==> src/rtl/uart_pkg.sv <==
// Shared definitions for the buffered UART transmitter.
// FSM encoding and the baud divisor helper.
package uart_pkg;

  typedef enum logic [1:0] {
    IDLE  = 2'd0,
    START = 2'd1,
    DATA  = 2'd2,
    STOP  = 2'd3
  } tx_state_e;

  localparam int unsigned FRAME_BITS = 10;

  function automatic int baud_div(
    input int clk_hz,
    input int baud
  );
    return clk_hz / baud;
  endfunction

endpackage

==> src/rtl/sync_fifo.sv <==
// Synchronous FIFO with wrap-bit pointers.
// Read data is registered and valid the cycle after a pop.
module sync_fifo #(
  parameter int WIDTH = 8,
  parameter int DEPTH = 16,
  localparam int AW = $clog2(DEPTH)
) (
  input  logic             clk_i,
  input  logic             rst_ni,
  input  logic             push_i,
  input  logic [WIDTH-1:0] wdata_i,
  input  logic             pop_i,
  output logic [WIDTH-1:0] rdata_o,
  output logic             full_o,
  output logic             empty_o,
  output logic [AW:0]      count_o
);

  logic [WIDTH-1:0] mem_q [DEPTH];
  logic [AW:0]      wr_q, wr_d;
  logic [AW:0]      rd_q, rd_d;
  logic [WIDTH-1:0] rdata_q;
  logic             do_push;
  logic             do_pop;

  assign full_o  = (wr_q[AW] != rd_q[AW]) &&
                   (wr_q[AW-1:0] == rd_q[AW-1:0]);
  assign empty_o = (wr_q == rd_q);
  assign count_o = wr_q - rd_q;
  assign rdata_o = rdata_q;

  assign do_push = push_i && !full_o;
  assign do_pop  = pop_i && !empty_o;

  always_comb begin
    wr_d = wr_q;
    rd_d = rd_q;
    if (do_push) wr_d = wr_q + 1'b1;
    if (do_pop)  rd_d = rd_q + 1'b1;
  end

  always_ff @(posedge clk_i or negedge rst_ni) begin
    if (!rst_ni) begin
      wr_q    <= '0;
      rd_q    <= '0;
      rdata_q <= '0;
    end else begin
      wr_q <= wr_d;
      rd_q <= rd_d;
      if (do_pop) rdata_q <= mem_q[rd_q[AW-1:0]];
    end
  end

  always_ff @(posedge clk_i) begin
    if (do_push) mem_q[wr_q[AW-1:0]] <= wdata_i;
  end

endmodule

==> src/rtl/uart_tx_buffered.sv <==
// Buffered 8N1 UART transmitter, LSB first.
// A FIFO feeds a serialiser that sends frames back-to-back.
module uart_tx_buffered
  import uart_pkg::*;
#(
  parameter int CLK_HZ     = 80000000,
  parameter int BAUD       = 115200,
  parameter int FIFO_DEPTH = 16
) (
  input  logic                          i_Clock,
  input  logic                          i_Reset_n,
  input  logic [7:0]                    i_Data,
  input  logic                          i_Write,
  output logic                          o_Full,
  output logic                          o_Empty,
  output logic [$clog2(FIFO_DEPTH):0]   o_Count,
  output logic                          o_Busy,
  output logic                          o_TX
);

  localparam int DIV = baud_div(CLK_HZ, BAUD);
  localparam int CW  = $clog2(DIV);
  localparam logic [CW-1:0] LAST = CW'(DIV - 1);
  localparam logic [CW-1:0] PRE  = CW'(DIV - 2);

  tx_state_e     state_q;
  logic [CW-1:0] cnt_q;
  logic [7:0]    shf_q;
  logic [2:0]    idx_q;
  logic          tx_q;
  logic          busy_q;
  logic          ld_q;

  logic          pop;
  logic          bit_end;
  logic [7:0]    rdata;

  sync_fifo #(
    .WIDTH (8),
    .DEPTH (FIFO_DEPTH)
  ) u_fifo (
    .clk_i   (i_Clock),
    .rst_ni  (i_Reset_n),
    .push_i  (i_Write),
    .wdata_i (i_Data),
    .pop_i   (pop),
    .rdata_o (rdata),
    .full_o  (o_Full),
    .empty_o (o_Empty),
    .count_o (o_Count)
  );

  // Pop one cycle before the byte is needed: FIFO read data is registered.
  assign pop = !o_Empty && !ld_q &&
               ((state_q == IDLE) ||
                (state_q == STOP && cnt_q == PRE));

  assign bit_end = (cnt_q == LAST);

  always_ff @(posedge i_Clock or negedge i_Reset_n) begin
    if (!i_Reset_n) begin
      state_q <= IDLE;
      cnt_q   <= '0;
      shf_q   <= '0;
      idx_q   <= '0;
      tx_q    <= 1'b1;
      busy_q  <= 1'b0;
      ld_q    <= 1'b0;
    end else begin
      if (pop) ld_q <= 1'b1;
      unique case (state_q)
        IDLE: begin
          cnt_q <= '0;
          tx_q  <= 1'b1;
          if (ld_q) begin
            shf_q   <= rdata;
            tx_q    <= 1'b0;
            busy_q  <= 1'b1;
            ld_q    <= 1'b0;
            state_q <= START;
          end
        end
        START: begin
          if (bit_end) begin
            cnt_q   <= '0;
            tx_q    <= shf_q[0];
            idx_q   <= '0;
            state_q <= DATA;
          end else begin
            cnt_q <= cnt_q + CW'(1);
          end
        end
        DATA: begin
          if (bit_end) begin
            cnt_q <= '0;
            if (idx_q == 3'd7) begin
              tx_q    <= 1'b1;
              state_q <= STOP;
            end else begin
              tx_q  <= shf_q[1];
              shf_q <= {1'b0, shf_q[7:1]};
              idx_q <= idx_q + 3'd1;
            end
          end else begin
            cnt_q <= cnt_q + CW'(1);
          end
        end
        STOP: begin
          if (bit_end) begin
            cnt_q <= '0;
            if (ld_q) begin
              shf_q   <= rdata;
              tx_q    <= 1'b0;
              ld_q    <= 1'b0;
              state_q <= START;
            end else begin
              busy_q  <= 1'b0;
              state_q <= IDLE;
            end
          end else begin
            cnt_q <= cnt_q + CW'(1);
          end
        end
        default: state_q <= IDLE;
      endcase
    end
  end

  assign o_TX   = tx_q;
  assign o_Busy = busy_q;

endmodule

==> config.mk <==
export PLATFORM = sky130hd
export DESIGN_NAME = uart_tx_buffered
export DESIGN_NICKNAME = d
export VERILOG_FILES = /design/src/rtl/uart_pkg.sv /design/src/rtl/sync_fifo.sv /design/src/rtl/uart_tx_buffered.sv
export SDC_FILE = /design/constraint.sdc
export NUM_CORES = 1
export LEC_CHECK = 0
export BUFFER_PORTS_ARGS = -buffer_cell sky130_fd_sc_hd__buf_2
export CORE_MARGIN = 5
export CORE_UTILIZATION = 55
export CTS_BUF_LIST = sky130_fd_sc_hd__clkbuf_4 sky130_fd_sc_hd__clkbuf_8
export DETAILED_ROUTE_END_ITERATION = 12
export PLACE_DENSITY = 0.75
export RECOVER_POWER = 25
export SETUP_SLACK_MARGIN = 0.3
export SLEW_MARGIN = 25
export SYNTH_ARGS = -nofsm -noshare
export SYNTH_HDL_FRONTEND = slang
export SYNTH_SLANG_ARGS = --single-unit
export TNS_END_PERCENT = 1
==> constraint.sdc <==
create_clock -name i_Clock -period 3.8 [get_ports i_Clock]
set_clock_uncertainty 0.1 [all_clocks]
set_input_delay 0.19 -clock i_Clock [delete_from_list [all_inputs] [get_ports i_Clock]]
set_output_delay 0.19 -clock i_Clock [all_outputs]
set_load 0.1 [all_outputs]
* Yosys cells after proc, flatten, opt, wreduce, memory -nomap -nowiden *
Memory sizes are Yosys's and may differ from the RTL's. A register that Yosys moved wholly into a read port is not among the register bits.
Index checks and enable logic that the tools add are counted.
Widths: inputs -> output; s select.

word-level totals
  input port bits = 11
  RAM bits = 128
  bits in registers = 36
  logic and storage cells = 88
  memories kept = 1
  output and inout bits = 9

memory list
  name          depth  bits a word  read ports  clocked after Yosys merged registers in  wr ports  RTL line         text
  u_fifo.mem_q  16     8            1           1                                        1         sync_fifo.sv:19  logic [WIDTH-1:0] mem_q [DEPTH];

cells by class
  mux-type cells = 35
  reductions and logical operators = 21
  add/sub/neg operators = 5
  equality and inequality tests = 17

operators by type and width
  operator               number
  $mux 8                 4
  $pmux 8 s3             1
  $eq 10x10->1 const B   2
  $pmux 10 s2            1
  $ne 2x2->1 const B     8
  $reduce_and 4->1       4
  $mux 1                 15
  $add 10x1->10 const B  1
  $add 5x1->5 const B    2
  $mux 10                1
  $mux 2                 5
  $mux 3                 3
  $pmux 2 s4             1
  $logic_and 1x1->1      6
  $pmux 3 s2             1
  $eq 5x5->1             1
  $reduce_and 5->1       1
  $sub 5x5->5            1
  $eq 2x2->1 const B     2
  $eq 4x4->1             1
  $logic_not 1->1        4
  $pmux 1 s2             2
  $pmux 1 s4             1
  $reduce_bool 2->1      2
  8 further kinds        8

* Longest topological paths before layout *
Gate-level depths: netlist of run 1.

  depth after elaboration = 8
  gate-level depth with buffers = 8
  gate-level depth less buffers = 7

* By module *
From an unflattened synthesis of run 1, not the netlist that was laid out.

second synthesis, totals
  cells, all modules = 494
  area total of the unflattened synthesis = 7492.2 um^2

modules (own cells, without submodules)
  module            area an instance (um^2)  sequential area each (um^2)  cells each  instances
  sync_fifo         5952.0                   4294.1                       354         1
  uart_tx_buffered  1540.2                   651.9                        140         1

* Worst setup path after synthesis of run 1 *
OpenSTA, ideal clock, no wires.

  path type = reg2out
  from = register u_fifo.rd_q[2]
  to = output o_Count[4]
  path buffers = 2
  cell stages (with the launch flop) = 8
  data required time = 3.510 ns
  setup slack = 0.535 ns
  arrival = 2.975 ns
  cell sequence = dfrtp_1 > buf_2 > clkbuf_1 > inv_1 > ha_1 > a21o_1 > a21oi_1 > xnor2_1

between the ends
  word-level cells in the longest chain between the ends = 1

ends and longest elaborated chain
  what                      RTL line                text
  start: declaration        sync_fifo.sv:21         logic [AW:0] rd_q, rd_d;
  start signal: assignment  sync_fifo.sv:49         rd_q <= rd_d;
  $sub 5x5->5               sync_fifo.sv:29         assign count_o = wr_q - rd_q;
  end: declaration          uart_tx_buffered.sv:16  output logic [$clog2(FIFO_DEPTH):0] o_Count,

No other way between the ends.

* Final worst setup path of run 1 *
  from = register u_fifo.wr_q[2]
  to = output o_Empty

between the ends
  word-level cells in the longest chain between the ends = 1

ends and longest elaborated chain
  what                      RTL line                text
  start: declaration        sync_fifo.sv:20         logic [AW:0] wr_q, wr_d;
  start signal: assignment  sync_fifo.sv:48         wr_q <= wr_d;
  $eq 5x5->1                sync_fifo.sv:28         assign empty_o = (wr_q == rd_q);
  end: declaration          uart_tx_buffered.sv:15  output logic o_Empty,

No other way between the ends.

==> summary.txt, run 1 <==
Outcome
  • Outcome: finished, final reports clean

Worst setup path
  • Reg2Reg Depth: 5
  • Type of origin of the critical path: flop
  • CP required: around 3.5 ns
  • CP Capture Type: output pin
  • WS Path Type: reg2out
  • CP Max Fanout: 11
  • Critical Path AT: around 2.5 ns

Cells and area
  • Commonest cells after routing, fill and taps aside: edfxtp_1, dfrtp_1, mux4_2, inv_1, nor2_1
  • Core Util, Final: 0.609
  • Filler cell count in the final layout: ~970
  • FF+latch area: about 0.0049 mm²
  • Commonest non-fill, non-tap cell in the layout: edfxtp_1
  • Area Growth Syn to Fin: 8.21%
  • Finished Layout Cells: 660
  • ANT cells: 0
  • Multi-input logic area: ~0.0023 mm²
  • Fin area: ~0.008 mm²
  • Nets: ~500
  • Layout cells sized above 1: 0.198

Routing
  • Detailed Route WL: ~14000 µm
  • DRC viols: 0
  • Number of DRC markers in iteration 0: around 260
  • Average via count per standard cell: about 5.8
  • DR vias: about 3800
  • Average wire per cell in the routed design: around 21 µm
  • Number of routed nets with antenna violations: 0
  • DRT Pass-1 Iters: 5

Floorplanning
  • Die Span Y: ~130 µm
  • Core area: approximately 0.013 mm²
  • Die ar.: approximately 0.016 mm²
  • Die X: 126 µm
  • Row cnt: 42
  • Starting Density: 0.563
  • Boundary pin count: 20

Synth
  • Gate Count Post-Synth: approximately 440
  • Post-Syn Area: approximately 0.0075 mm²
  • Post-Synth Adder-Cell Area: 0.0346
  • Ys Warns: 0
  • #FFs+latches synth: between 150 and 200
  • Library cells used by synthesis: 52
  • Predominant post-synthesis flop cell: edfxtp_1
  • Post-synthesis mux area share: 0.142
  • Compound-Gate Fraction of Synth Area: 0.0443
  • Sequential share of the synthesized area: 0.664
  • FFs w/ async S/R, synth: 0.256
  • Post-Synth XOR/XNOR Area: 0.0247
  • Post-synthesis simple-gate area fraction: 0.0638
  • Syn Area/Cell: 16.8 µm²
  • Main combinational cell family by area after synthesis: multiplexers
  • Syn_nets: 475
  • EDFF count, synth: approximately 130

Pwr
  • Sw Ratio: 0.348
  • Clock power share: 0.267
  • Total Power: roughly 4.4 mW
  • P_int: just under 3 mW
  • Max IR drop VDD: slightly above 0.0005 V
  • Pwr Density: between 500 and 600 mW/mm²
  • Sequential Power Share: 0.511
  • P_sw: between 1.5 and 2 mW
  • Static leakage: roughly 3 nW
  • Logic gate share of total power: 0.221

Placement
  • Placed cell count: about 630
  • Port bufs: 19
  • DPL Wire Length: roughly 9200 µm
  • Placer congestion estimate: between 0.8 and 0.9
  • Placed cell areas: just under 0.008 mm²
  • Dpl ws: around 1.0 ns

Global routing
  • Global-route usage over all layers: 0.183
  • Number of global-route vias before repair: between 4000 and 5000
  • First-pass GRT wire length: approximately 22000 µm
  • Antenna violations before repair: 0
  • Total congestion overflow: 0
  • Largest net degree at the start of global routing: 45

Clocking
  • Clk Latency, worst-skew pair: between 0.4 and 0.5 ns
  • Clk slew on worst S/H paths: about 0.10 ns
  • Setup Buffers After CTS: 0
  • CTS tree: done
  • CTS resizes: 0
  • # clock sinks: around 170
  • CTS root buf: clkbuf_8
  • CTS Buf Count: 17
  • Hold_buf cts: 1
  • H-tree depth: 4
  • Max Buffers Root-to-Sink: 2

STA
  • Slew HR: 0.451
  • Hold Violations, Final: 0
  • Final worst slack: roughly 1 ns
  • Worst slew pin tran: just over 0.8 ns
  • Hold_ws: 0.121 ns
  • FMAX: ~0.36 GHz
  • Period utilization: 0.736
  • RSZ-0062 raised after global routing: false
  • Final setup TNS: 0 ns
  • Tmin final: between 2 and 3 ns
  • Final setup violation count: 0
  • Final Slew Violations: 0

Min path
  • Hold path depth: 3
  • Worst hold-check path type: in2reg

Job
  • MaxCap Viol Count: 0
==> cells by family (layout without fill, tap and decap cells) <==
group / count (synthesis) / count (layout)
buf+inv: 41 / 81
xor+xnor: 21 / 21
simple gates: 89 / 89
flops: 172 / 172
compound gates: 44 / 44
mux: 57 / 57
fa+ha+maj: 20 / 20
==> final timing paths <==
kind                                            to           start  slack [ns]
worst max-delay path                       o_Empty  u_fifo.wr_q[2]        1.00
worst min-delay path                u_fifo.wr_q[0]         i_Write        0.12
worst max register to register  u_fifo.mem_q[5][6]  u_fifo.wr_q[3]        1.03
worst min register to register            shf_q[2]        shf_q[2]        0.39
max in group asynchronous           u_fifo.rd_q[0]       i_Reset_n        3.00
min in group asynchronous                 shf_q[4]       i_Reset_n        0.18
==> critical path: stages, from the launching register on <==
cell	delay [ns]
dfrtp_1	0.52
ha_1	0.41
nand4_1	0.22
nor2_2	0.40
buf_2	0.51
==> layer usage <==
layer  global-route usage  share of wire  vias to the layer above
met1                0.247           0.43                     1978
met2                0.303           0.51                       93
met3               0.0416          0.045                       19
met5                    0              0                        -
met4               0.0505          0.016                        0
li1                     -              -                     1758
==> cell type report <==
type / instances / area share
timing repair buffer: 26 / 0.0177
tap: 176 / 0.0273
multi-input combinational: 231 / 0.285
inverter: 23 / 0.0107
clock buffer: 18 / 0.0299
sequential: 172 / 0.613
clock inverter: 14 / 0.0155
==> cells in the mapped netlist (2+ instances only) <==
cell type  count  area, µm²
buf_12         2       40.0
mux2_2         7       78.8
nand4_1        6       37.5
edfxtp_1     128       3840
o22a_1         2       17.5
mux4_1         6        158
nor2_1        22       82.6
o21ai_0        4       20.0
ha_1          19        238
and3_1         5       31.3
a21o_1         3       22.5
nor2b_1        6       37.5
a21oi_1        3       15.0
mux4_2        26        586
and2_1         5       31.3
dfrtp_1       43       1080
xor2_1         8       70.1
xnor2_1       13        114
nor3b_1        3       22.5
o21ai_1        5       25.0
a22oi_1       16        120
nand3_1        6       30.0
mux2_4         8        120
mux2_1        10        113
nor4_1         4       25.0
nor3_1         3       15.0
buf_2          3       15.0
nand2_1       20       75.1
inv_1         23       86.3
buf_6          2       22.5
clkbuf_1      10       37.5
a22o_1         3       26.3
==> sequential cells by signal (all words and copies together) (netlist names) <==
| name | cells |
|---|---|
| state_q | 2 |
| idx_q | 3 |
| u_fifo.rd_q | 5 |
| shf_q | 8 |
| ld_q | 1 |
| o_TX | 1 |
| u_fifo.rdata_o | 8 |
| u_fifo.wr_q | 5 |
| u_fifo.mem_q | 128 |
| o_Busy | 1 |
| cnt_q | 10 |
==> power by group through the flow <==
stage / clock [mW] / sequential, mW / combinational (mW)
2_1_floorplan: 0 / 2.26 / 0.788
3_3_place_gp: 0 / 2.30 / 0.969
5_1_grt: 1.29 / 2.28 / 1.03
4_1_cts: 1.20 / 2.26 / 0.986
6_report: 1.19 / 2.27 / 0.981
3_5_place_dp: 0 / 2.31 / 0.980
(Power assumes the default switching activity.)
==> inputs of run 2 (changes only) <==
--- a/config.mk
+++ b/config.mk
@@ -5,12 +5,13 @@
 export SDC_FILE = /design/constraint.sdc
 export NUM_CORES = 1
 export LEC_CHECK = 0
+export ABC_AREA = 1
 export BUFFER_PORTS_ARGS = -buffer_cell sky130_fd_sc_hd__buf_2
 export CORE_MARGIN = 5
 export CORE_UTILIZATION = 55
 export CTS_BUF_LIST = sky130_fd_sc_hd__clkbuf_4 sky130_fd_sc_hd__clkbuf_8
 export DETAILED_ROUTE_END_ITERATION = 12
-export PLACE_DENSITY = 0.75
+export PLACE_DENSITY = 0.77
 export RECOVER_POWER = 25
 export SETUP_SLACK_MARGIN = 0.3
 export SLEW_MARGIN = 25
==> constraint.sdc (replaced) <==
create_clock -name i_Clock -period 2.49 [get_ports i_Clock]
set_clock_uncertainty 0.1 [all_clocks]
set_input_delay 0.1245 -clock i_Clock [delete_from_list [all_inputs] [get_ports i_Clock]]
set_output_delay 0.1245 -clock i_Clock [all_outputs]
set_load 0.1 [all_outputs]
==> summary.txt, run 2 <==
Synth
  • Syn_nets: 906 (+91%)
  • Post-synth top area cell: edfxtp_1
  • Gate Count Post-Synth: 875 (+97%)
  • EDFF count, synth: 128 (unchanged)
  • FFs w/ async S/R, synth: 0.256 (unchanged)
  • Post-Syn Area: 0.00817 mm² (+9.6%)
  • Synth top area share: 0.471 (-0.0451)
  • Synth cell count leaders: nand2_1, inv_1, edfxtp_1
  • Synth top area cells: edfxtp_1, nand2_1, dfrtp_1
  • #FFs+latches synth: 172 (unchanged)
  • Top-count cell post-synth: nand2_1
  • Predominant post-synthesis flop cell: edfxtp_1
  • Ys Warns: 0 (unchanged)
  • Library cells used by synthesis: 39 (-25%)
  • Syn Area/Cell: 9.33 µm² (-44%)
  • Sequential share of the synthesized area: 0.606 (-0.0580)

Floorplanning
  • Core area: 0.0145 mm² (+9.8%)
  • Row cnt: 44 (+4.8%)
  • Boundary pin count: 20 (unchanged)
  • Die X: 132 µm (+4.3%)
  • Starting Density: 0.562 (-0.000847)
  • Die ar.: 0.0174 mm² (+8.8%)
  • Die Span Y: 132 µm (+4.3%)

STA
  • Slew HR: -0.128 (-0.578)
  • Hold Violations, Final: 0 (unchanged)
  • RSZ-0062 raised after global routing: true
  • FMAX: around 0.44 GHz
  • Period utilization: 0.914
  • Worst slew pin tran: 1.69 ns (+0.868 ns)
  • Final worst slack: 0.215 ns (-0.789 ns)
  • Final Slew Violations: 32 (+32)
  • Tmin final: 2.28 ns
  • Final setup TNS: 0 ns (unchanged)
  • Final setup violation count: 0 (unchanged)

Clocking
  • # clock sinks: 172 (unchanged)
  • H-tree depth: 4 (unchanged)
  • Max Buffers Root-to-Sink: 2 (unchanged)
  • Clk slew on worst S/H paths: 0.10 ns (about the same)
  • CTS tree: done
  • CTS root buf: clkbuf_8
  • CTS Buf Count: 17 (unchanged)
  • Clk Latency, worst-skew pair: 0.47 ns (+0.02 ns)

Routing
  • Average wire per cell in the routed design: 15.8 µm (-25%)
  • Number of routed nets with antenna violations: 0 (unchanged)
  • DRT Pass-1 Iters: 6 (+1)
  • DRC viols: 0 (unchanged)
  • Number of DRC markers in iteration 0: 495 (+92%)
  • Detailed Route WL: 17600 µm (+27%)
  • DR vias: 5822 (+51%)
  • Average via count per standard cell: 5.23 (-10%)

Cells and area
  • Commonest non-fill, non-tap cell in the layout: nand2_1
  • Layout cells sized above 1: 0.131 (-0.0670)
  • ANT cells: 0 (unchanged)
  • Commonest cells after routing, fill and taps aside: nand2_1, inv_1, edfxtp_1, nand3_1, dfrtp_1
  • Finished Layout Cells: 1113 (+69%)
  • Area Growth Syn to Fin: 14.4%
  • Max reg flops: 128 (unchanged)
  • Core Util, Final: 0.643 (+0.0337)
  • Nets: 948 (+89%)

Worst setup path
  • WS Path Type: reg2out
  • Type of origin of the critical path: flop
  • CP Cell Sequence: ha_4, fa_2, o21ai_2, buf_6, xor2_4, buf_12
  • Slowest cell delay on critical path: 0.44 ns (-0.08 ns)
  • CP required: 2.27 ns (-1.24 ns)
  • CP Max Fanout: 2 (-9)
  • CP Capture Type: output pin
  • Crit path max-delay cell type: dfrtp_2
  • Critical Path AT: 2.05 ns (-0.46 ns)

Pwr
  • Clock power share: 0.244 (-0.023)
  • Pwr Density: 827 mW/mm² (+51%)
  • Max IR drop VDD: 0.000681 V (+32%)
  • Logic gate share of total power: 0.312 (+0.091)
  • Total Power: 7.73 mW (+74%)
  • Sequential Power Share: 0.444 (-0.067)
  • P_sw: 2.74 mW (+78%)
  • P_int: 4.99 mW (+72%)
  • Sw Ratio: 0.355 (+0.00735)
  • Static leakage: 4.22 nW (+44%)

Min path
  • Worst hold-check path type: reg2reg

Global routing
  • First-pass GRT wire length: 28600 µm (+28%)
  • Global-route usage over all layers: 0.208 (+0.0246)
  • Total congestion overflow: 0 (unchanged)
  • Largest net degree at the start of global routing: 49 (+8.9%)
  • Antenna violations before repair: 0 (unchanged)
  • Number of global-route vias before repair: 5478 (+37%)

Outcome
  • Failing checks: max-capacitance violations, max-slew violations
  • Outcome: complete, but fails checks

Placement
  • DPL Wire Length: 11500 µm (+26%)
  • Placer congestion estimate: 0.859 (+3.1%)
  • Dpl ws: 0.284 ns (-0.761 ns)
  • Placed cell count: 1066 (+70%)
  • Port bufs: 19 (unchanged)

Job
  • MaxCap Viol Count: 1 (+1)
[run 2: critical path, delay by kind of cell, from the launching register on]
family,cells,cell delay [ns]
adders and majority gates,2,0.52
DFF,1,0.44
AOI/OAI and AO/OA,1,0.15
xor gates and xnor gates,1,0.15
buffers and inverters,2,0.31
[run 2: logic make-up after synthesis]
kind of cell | Yosys count | synth area share
flops | 172 | 0.606
compound gates | 26 | 0.0211
buf+inv | 183 | 0.0915
xor+xnor | 16 | 0.0172
simple gates | 458 | 0.233
fa+ha+maj | 20 | 0.0316
[run 2: cell type report]
type,count,area (µm²)
Inverter,155,599
Sequential cell,172,4950
Tap cell,184,230
Clock inverter,12,129
Multi-Input combinational cell,520,2730
Fill cell,1146,5190
Timing Repair Buffer,51,455
Clock buffer,19,249
[run 2: what timing repair did]
item | 4_1_cts | 5_1_grt
pin swaps | 3 | 4
endpoints found under the setup margin | 62 | 135
hold buffers | 10 | 0
setup buffers | 6 | 0
endpoints found under the hold margin | 100 | 0
resized for setup | 4 | 7
[run 2: worst paths after layout]
| path | startpoint | to | slack (ns) | depth (start not counted) |
|---|---|---|---|---|
| worst max-delay path | u_fifo.rd_q[0] | o_Count[4] | 0.21 | 6 |
| worst min-delay path | shf_q[6] | shf_q[6] | 0.38 | 2 |
| worst max register to register | u_fifo.wr_q[1] | u_fifo.mem_q[5][4] | 0.28 | 9 |
| worst min register to register | shf_q[6] | shf_q[6] | 0.38 | 2 |
| max in group asynchronous | i_Reset_n | u_fifo.rd_q[0] | 0.67 | 2 |
| min in group asynchronous | i_Reset_n | u_fifo.rd_q[0] | 0.53 | 2 |
[run 2: power by group through the flow]
stage	clock network, mW	logic, mW	registers [mW]
global route	2.04	2.54	3.45
finish	1.89	2.41	3.43
floorplan	0	1.53	3.48
global placement	0	2.23	3.50
CTS	1.90	2.38	3.42
detailed placement	0	2.25	3.51
[run 2: metal layers]
layer  share of wire  global-route usage
met5               0                   0
met4           0.020              0.0657
met3           0.056              0.0393
met2            0.50               0.341
met1            0.43               0.283
[run 2: stage by stage]
stage / cell area (µm²) / hold slack, ns
detailed placement: 8790 / 0.112
global route: 9340 / 0.397
CTS: 9320 / 0.140
global placement: 8790 / 0.113
floorplan: 8400 / -0.271
finish: 9340 / 0.378
